File: config.mk
export PLATFORM = sky130hd
export DESIGN_NAME = alu_operand_stage_flat
export DESIGN_NICKNAME = d
export VERILOG_FILES = /design/src/rtl/alu_operand_if.sv /design/src/rtl/alu_operand_stage.sv /design/src/flat_wrapper.sv
export SDC_FILE = /design/constraint.sdc
export NUM_CORES = 2
export LEC_CHECK = 0
export CORE_ASPECT_RATIO = 0.9
export CORE_MARGIN = 5
export CORE_UTILIZATION = 60
export CTS_BUF_LIST = sky130_fd_sc_hd__clkbuf_8
export DETAILED_ROUTE_END_ITERATION = 8
export PLACE_DENSITY_LB_ADDON = 0.15
export RECOVER_POWER = 50
export SLEW_MARGIN = 15
export SYNTH_ARGS = -nofsm -noshare
export SYNTH_HDL_FRONTEND = slang
export SYNTH_SLANG_ARGS = --single-unit
File: constraint.sdc
create_clock -name clk -period 5 [get_ports clk]
set_input_delay 0.75 -clock clk [delete_from_list [all_inputs] [get_ports clk]]
set_output_delay 0.75 -clock clk [all_outputs]
set_load 0.1 [all_outputs]
File: src/rtl/alu_operand_if.sv
// Issue-to-ALU bundle: instruction in, operands out, writeback return.
// The slave side is the operand stage; the master side drives it.
interface alu_operand_if #(
  parameter int DATA_W = 32,
  parameter int ADDR_W = 5
);
  logic              InstrValid;
  logic              InstrReady;
  logic [31:0]       Instr;
  logic [1:0]        ALUOp;
  logic              RegWrite;
  logic              RegDst;
  logic              ExValid;
  logic              ExReady;
  logic [3:0]        ALUCtl;
  logic [DATA_W-1:0] A;
  logic [DATA_W-1:0] B;
  logic [ADDR_W-1:0] ExDest;
  logic              IllegalOp;
  logic              WbValid;
  logic [ADDR_W-1:0] WbAddr;
  logic [DATA_W-1:0] WbData;

  modport master (
    output InstrValid, Instr, ALUOp, RegWrite, RegDst,
    output ExReady, WbValid, WbAddr, WbData,
    input  InstrReady, ExValid, ALUCtl, A, B, ExDest, IllegalOp
  );

  modport slave (
    input  InstrValid, Instr, ALUOp, RegWrite, RegDst,
    input  ExReady, WbValid, WbAddr, WbData,
    output InstrReady, ExValid, ALUCtl, A, B, ExDest, IllegalOp
  );
endinterface

File: src/rtl/alu_operand_stage.sv
// Operand issue stage: register file, ALU control decode, RAW scoreboard
// and a one-entry registered output slot toward the ALU.
module alu_operand_stage #(
  parameter int DATA_W = 32,
  parameter int ADDR_W = 5
) (
  input  logic clk,
  input  logic reset,
  alu_operand_if.slave bus
);
  localparam int NREG = 1 << ADDR_W;

  logic [ADDR_W-1:0] w_rs, w_rt, w_rd, w_dest;
  logic [5:0]        w_funct;
  logic [3:0]        w_ctl;
  logic              w_rs_byp, w_rt_byp;
  logic              w_hz, w_free, w_acc, w_wb;
  logic [DATA_W-1:0] w_a, w_b;

  logic [DATA_W-1:0] r_rf [NREG];
  logic [NREG-1:0]   r_pend;
  logic              r_exvalid;
  logic [3:0]        r_ctl;
  logic [DATA_W-1:0] r_a, r_b;
  logic [ADDR_W-1:0] r_dest;
  logic              r_ill;

  assign w_rs    = bus.Instr[21 +: ADDR_W];
  assign w_rt    = bus.Instr[16 +: ADDR_W];
  assign w_rd    = bus.Instr[11 +: ADDR_W];
  assign w_funct = bus.Instr[5:0];

  assign w_dest = !bus.RegWrite ? '0 :
                  bus.RegDst ? w_rd : w_rt;

  assign w_wb     = bus.WbValid && (bus.WbAddr != '0);
  assign w_rs_byp = bus.WbValid && (bus.WbAddr == w_rs);
  assign w_rt_byp = bus.WbValid && (bus.WbAddr == w_rt);

  // A result arriving this cycle resolves the hazard it would cause
  assign w_hz =
    ((w_rs != '0) && r_pend[w_rs] && !w_rs_byp) ||
    ((w_rt != '0) && r_pend[w_rt] && !w_rt_byp);

  assign w_a = (w_rs == '0) ? '0 :
               w_rs_byp ? bus.WbData : r_rf[w_rs];
  assign w_b = (w_rt == '0) ? '0 :
               w_rt_byp ? bus.WbData : r_rf[w_rt];

  assign w_free = !r_exvalid || bus.ExReady;
  assign w_acc  = bus.InstrValid && w_free && !w_hz;

  always_comb begin
    w_ctl = 4'd15;
    unique case (bus.ALUOp)
      2'b00: w_ctl = 4'd2;
      2'b01: w_ctl = 4'd6;
      2'b10: begin
        unique case (1'b1)
          (w_funct == 6'd32): w_ctl = 4'd2;
          (w_funct == 6'd34): w_ctl = 4'd6;
          (w_funct == 6'd36): w_ctl = 4'd0;
          (w_funct == 6'd37): w_ctl = 4'd1;
          (w_funct == 6'd39): w_ctl = 4'd12;
          (w_funct == 6'd42): w_ctl = 4'd7;
          default:            w_ctl = 4'd15;
        endcase
      end
      default: w_ctl = 4'd15;
    endcase
  end

  always_ff @(posedge clk) begin
    if (reset) begin
      for (int i = 0; i < NREG; i++) r_rf[i] <= '0;
      r_pend    <= '0;
      r_exvalid <= 1'b0;
      r_ctl     <= '0;
      r_a       <= '0;
      r_b       <= '0;
      r_dest    <= '0;
      r_ill     <= 1'b0;
    end else begin
      if (w_wb) begin
        r_rf[bus.WbAddr]   <= bus.WbData;
        r_pend[bus.WbAddr] <= 1'b0;
      end
      // Issued later in program order, so the new set wins the tie
      if (w_acc && (w_dest != '0)) r_pend[w_dest] <= 1'b1;
      if (w_acc) begin
        r_exvalid <= 1'b1;
        r_ctl     <= w_ctl;
        r_a       <= w_a;
        r_b       <= w_b;
        r_dest    <= w_dest;
        r_ill     <= (w_ctl == 4'd15);
      end else if (bus.ExReady) begin
        r_exvalid <= 1'b0;
      end
    end
  end

  assign bus.InstrReady = w_free && !w_hz;
  assign bus.ExValid    = r_exvalid;
  assign bus.ALUCtl     = r_ctl;
  assign bus.A          = r_a;
  assign bus.B          = r_b;
  assign bus.ExDest     = r_dest;
  assign bus.IllegalOp  = r_ill;
endmodule
File: src/flat_wrapper.sv
// flat-port wrapper written by rule: the top's interface ports become plain ports
module alu_operand_stage_flat 
#(
  parameter int DATA_W = 32,
  parameter int ADDR_W = 5
)
  (clk, reset, bus_InstrValid, bus_Instr, bus_ALUOp, bus_RegWrite, bus_RegDst, bus_ExReady, bus_WbValid, bus_WbAddr, bus_WbData, bus_InstrReady, bus_ExValid, bus_ALUCtl, bus_A, bus_B, bus_ExDest, bus_IllegalOp);
  alu_operand_if #(.DATA_W(DATA_W), .ADDR_W(ADDR_W)) bus_i ();
  input  logic clk;
  input  logic reset;
  input wire logic [$bits(bus_i.InstrValid)-1:0] bus_InstrValid;
  input wire logic [$bits(bus_i.Instr)-1:0] bus_Instr;
  input wire logic [$bits(bus_i.ALUOp)-1:0] bus_ALUOp;
  input wire logic [$bits(bus_i.RegWrite)-1:0] bus_RegWrite;
  input wire logic [$bits(bus_i.RegDst)-1:0] bus_RegDst;
  input wire logic [$bits(bus_i.ExReady)-1:0] bus_ExReady;
  input wire logic [$bits(bus_i.WbValid)-1:0] bus_WbValid;
  input wire logic [$bits(bus_i.WbAddr)-1:0] bus_WbAddr;
  input wire logic [$bits(bus_i.WbData)-1:0] bus_WbData;
  output wire logic [$bits(bus_i.InstrReady)-1:0] bus_InstrReady;
  output wire logic [$bits(bus_i.ExValid)-1:0] bus_ExValid;
  output wire logic [$bits(bus_i.ALUCtl)-1:0] bus_ALUCtl;
  output wire logic [$bits(bus_i.A)-1:0] bus_A;
  output wire logic [$bits(bus_i.B)-1:0] bus_B;
  output wire logic [$bits(bus_i.ExDest)-1:0] bus_ExDest;
  output wire logic [$bits(bus_i.IllegalOp)-1:0] bus_IllegalOp;
  assign bus_i.InstrValid = bus_InstrValid;
  assign bus_i.Instr = bus_Instr;
  assign bus_i.ALUOp = bus_ALUOp;
  assign bus_i.RegWrite = bus_RegWrite;
  assign bus_i.RegDst = bus_RegDst;
  assign bus_i.ExReady = bus_ExReady;
  assign bus_i.WbValid = bus_WbValid;
  assign bus_i.WbAddr = bus_WbAddr;
  assign bus_i.WbData = bus_WbData;
  assign bus_InstrReady = bus_i.InstrReady;
  assign bus_ExValid = bus_i.ExValid;
  assign bus_ALUCtl = bus_i.ALUCtl;
  assign bus_A = bus_i.A;
  assign bus_B = bus_i.B;
  assign bus_ExDest = bus_i.ExDest;
  assign bus_IllegalOp = bus_i.IllegalOp;
  alu_operand_stage #(.DATA_W(DATA_W), .ADDR_W(ADDR_W)) u_core (.clk(clk), .reset(reset), .bus(bus_i));
endmodule
==> impl_metrics.ini <==
[placement]
dp_cells = 5427
post-place-ws_ns = 0.460
port_buffers = 142
gp_congestion = 0.908
dp_hpwl_um = 123000

[power]
comb_power_share = 0.156
p_sw_frac = 0.283
pwr-share-clk = 0.339
p_sw_uw = 6260
p_per_area_nw_per_um2 = 334
p_int_uw = 15800
peakVddDrop_mv = 0.242
leakage_uw = 0.0230
seqPwrFrac = 0.505

[yosys]
ys_seq_elements = 1131
seq_area_frac_synth = 0.550
synth_top_flop_cell = edfxtp_1
netlist_area_um2 = 59800
synth_cells = 4181
synth.distinct_cells = 64
syn_avg_cell_area_um2 = 14.3
ys_warn_count = 0
async_flop_share = 0
synth-edff-count = 1024

[clock_tree]
cts_num_sinks = 1131
htree_levels = 4
postCtsSetupRepairBufs = 0
cts_resized = 0
root_buffer = clkbuf_8
clock_path_buffers = 3
cts_made_buffers = 183
holdBufCountCts = 0
clkLatencyLatePin_ns = 0.88
path_clk_slew_ns = 0.06
cts_tree = built

[floorplanning]
initial_core_util = 0.606
die_h_um = 309
chipWidth_um = 343
dieArea_um2 = 106000
ios = 154
core_um2 = 98600
core.rowCount = 109

[grt]
antenna_found_initial = 19
grt.total_usage = 0.379
overflow = 0
grt_max_degree = 103
grt_pass1_vias = 40300
grt_pass1_wl_um = 283000

[sta]
fin_skew_ns = 0.0440
period_share = 0.915
hold_viol_final = 0
period_minus_slack_ns = 4.58
setup_viol = 0
rsz0062_at_grt = false
fmax_ghz = 0.219
slew_headroom = -1.70
slew_violations = 657
tns_ns = 0
fin_ws_ns = 0.423
tightest_slew_ns = 4.06

[cells_and_area]
fin_cells = 5767
syn_to_final_growth_pct = 10.8
drive_gt1_frac = 0.219
final_core_util = 0.672
nets = 4358
final_cell_mix = 1,024 x edfxtp_1, 783 x and2_1, 494 x mux4_2, 215 x and2_0, 197 x clkbuf_8
final_common_cell = edfxtp_1
nFillCells = 6936

[worst_setup_path]
path_max_fanout = 19
start_kind = input pin
r2r-end = u_core.r_pend[31]$_SDFF_PP0_
r2r_setup_slack_ns = 1.71
r2r-start = u_core.r_pend[23]$_SDFF_PP0_
setup.worst_path.class = in2reg
reg2regPathDepth = 7
setup.worst_path.end_class = register
worst_ep_required_time_ns = 5.70
cp.arrival_ns = 5.28

[route]
ant_nets = 0
drt-total-wl_um = 202000
first_pass_iters = 6
vias_per_cell = 7.17
drtIter0Drc = 6886
drcViolationCount = 0
avgRoutedWirePerCell_um = 35.0
vias = 41400

[run]
maxCapViolCount = 34

[outcome]
violations = max-capacitance violations, max-slew violations
status = finished with violations

[min_path]
worstHoldEndpoint = u_core.bus.B[18]$_SDFFE_PP0P_
min_path_type = reg2reg
min_from = u_core.bus.B[18]$_SDFFE_PP0P_
whs_path_depth = 2
## Yosys cell counts (all sizes together) (42+ instances only)
library cell | n | share of area
dfxtp | 107 | 0.036
mux2i | 140 | 0.023
buf | 109 | 0.010
edfxtp | 1024 | 0.51
and2 | 998 | 0.10
mux2 | 43 | 0.0081
a211oi | 49 | 0.0062
a22oi | 74 | 0.0093
a21oi | 84 | 0.0070
mux4 | 494 | 0.19
o22ai | 54 | 0.0056
nand4 | 42 | 0.0044
nand2 | 143 | 0.0090
a31oi | 52 | 0.0054
clkbuf | 338 | 0.021
a22o | 77 | 0.011
## worst max-delay path: stages
cell	delay, ns
dlygate4sd3_1	0.78
nor2b_1	0.32
nand2_1	0.21
nor2_1	1.49
clkbuf_1	1.43
and2_1	0.26
## sequential cells by signal, summed over array words and instances, names as in the netlist
| signal | count |
|---|---|
| u_core.r_rf | 1024 |
| u_core.bus.A | 32 |
| u_core.bus.B | 32 |
| u_core.bus.ExValid | 1 |
| u_core.r_pend | 32 |
| u_core.bus.ExDest | 5 |
| u_core.bus.ALUCtl | 4 |
| u_core.bus.IllegalOp | 1 |
## layout make-up
| cell class | instances | area, um^2 | area share |
|---|---|---|---|
| Inverter | 34 | 128 | 0.00193 |
| Clock inverter | 133 | 612 | 0.00924 |
| Sequential cell | 1131 | 32900 | 0.497 |
| Clock buffer | 197 | 2710 | 0.0409 |
| Antenna cell | 10 | 25.0 | 0.000378 |
| Multi-Input combinational cell | 2600 | 25100 | 0.379 |
| Tap cell | 1332 | 1670 | 0.0252 |
| Timing Repair Buffer | 330 | 3100 | 0.0469 |
## layer usage
metal / wire length, um / vias up / GRT usage
met5: 67 / - / 0
met3: 34300 / 632 / 0.143
met2: 85800 / 3621 / 0.538
met1: 71600 / 20800 / 0.529
met4: 10300 / 8 / 0.166
li1: - / 16300 / -
## worst max path at each step
stage	startpoint	to	depth (start not counted)
after global placement	bus_WbAddr[4]	u_core.r_pend[31]$_SDFF_PP0_	9
after floorplan	bus_Instr[19]	bus_InstrReady	8
after global routing	reset	u_core.bus.A[13]$_SDFFE_PP0P_	6
after CTS	bus_WbAddr[4]	bus_InstrReady	7
final	bus_WbValid	u_core.r_rf[1][22]$_SDFFCE_PN0P_	6
after detailed placement	bus_WbAddr[4]	u_core.r_pend[31]$_SDFF_PP0_	9
## cell families after synthesis
kind of cell | after synthesis | share of synthesized area
AO/OA/AOI/OAI | 514 | 0.0614
other | 1 | 0.0000627
buffers and inverters | 481 | 0.0337
flip-flops | 1131 | 0.550
multiplexers | 677 | 0.218
AND/OR/NAND/NOR | 1366 | 0.135
XOR/XNOR | 11 | 0.00161
## power groups by stage
stage / logic, uW / registers (uW) / clock network (uW)
after floorplan: 1800 / 11700 / 0
after global placement: 3350 / 11300 / 0
after detailed placement: 3380 / 11300 / 0
after CTS: 3390 / 11100 / 7510
after global routing: 3530 / 11200 / 7970
final: 3450 / 11200 / 7500
## metrics by stage
| step | total power (uW) | hold WS, ns | cell area, um^2 |
|---|---|---|---|
| floorplan | 13500 | 0.437 | 59900 |
| global placement | 14600 | 0.446 | 63300 |
| detailed placement | 14700 | 0.449 | 63300 |
| CTS | 22000 | 0.459 | 66700 |
| global route | 22700 | 0.481 | 66200 |
| finish | 22100 | 0.459 | 66200 |
Power figures use the tool's default switching activity.
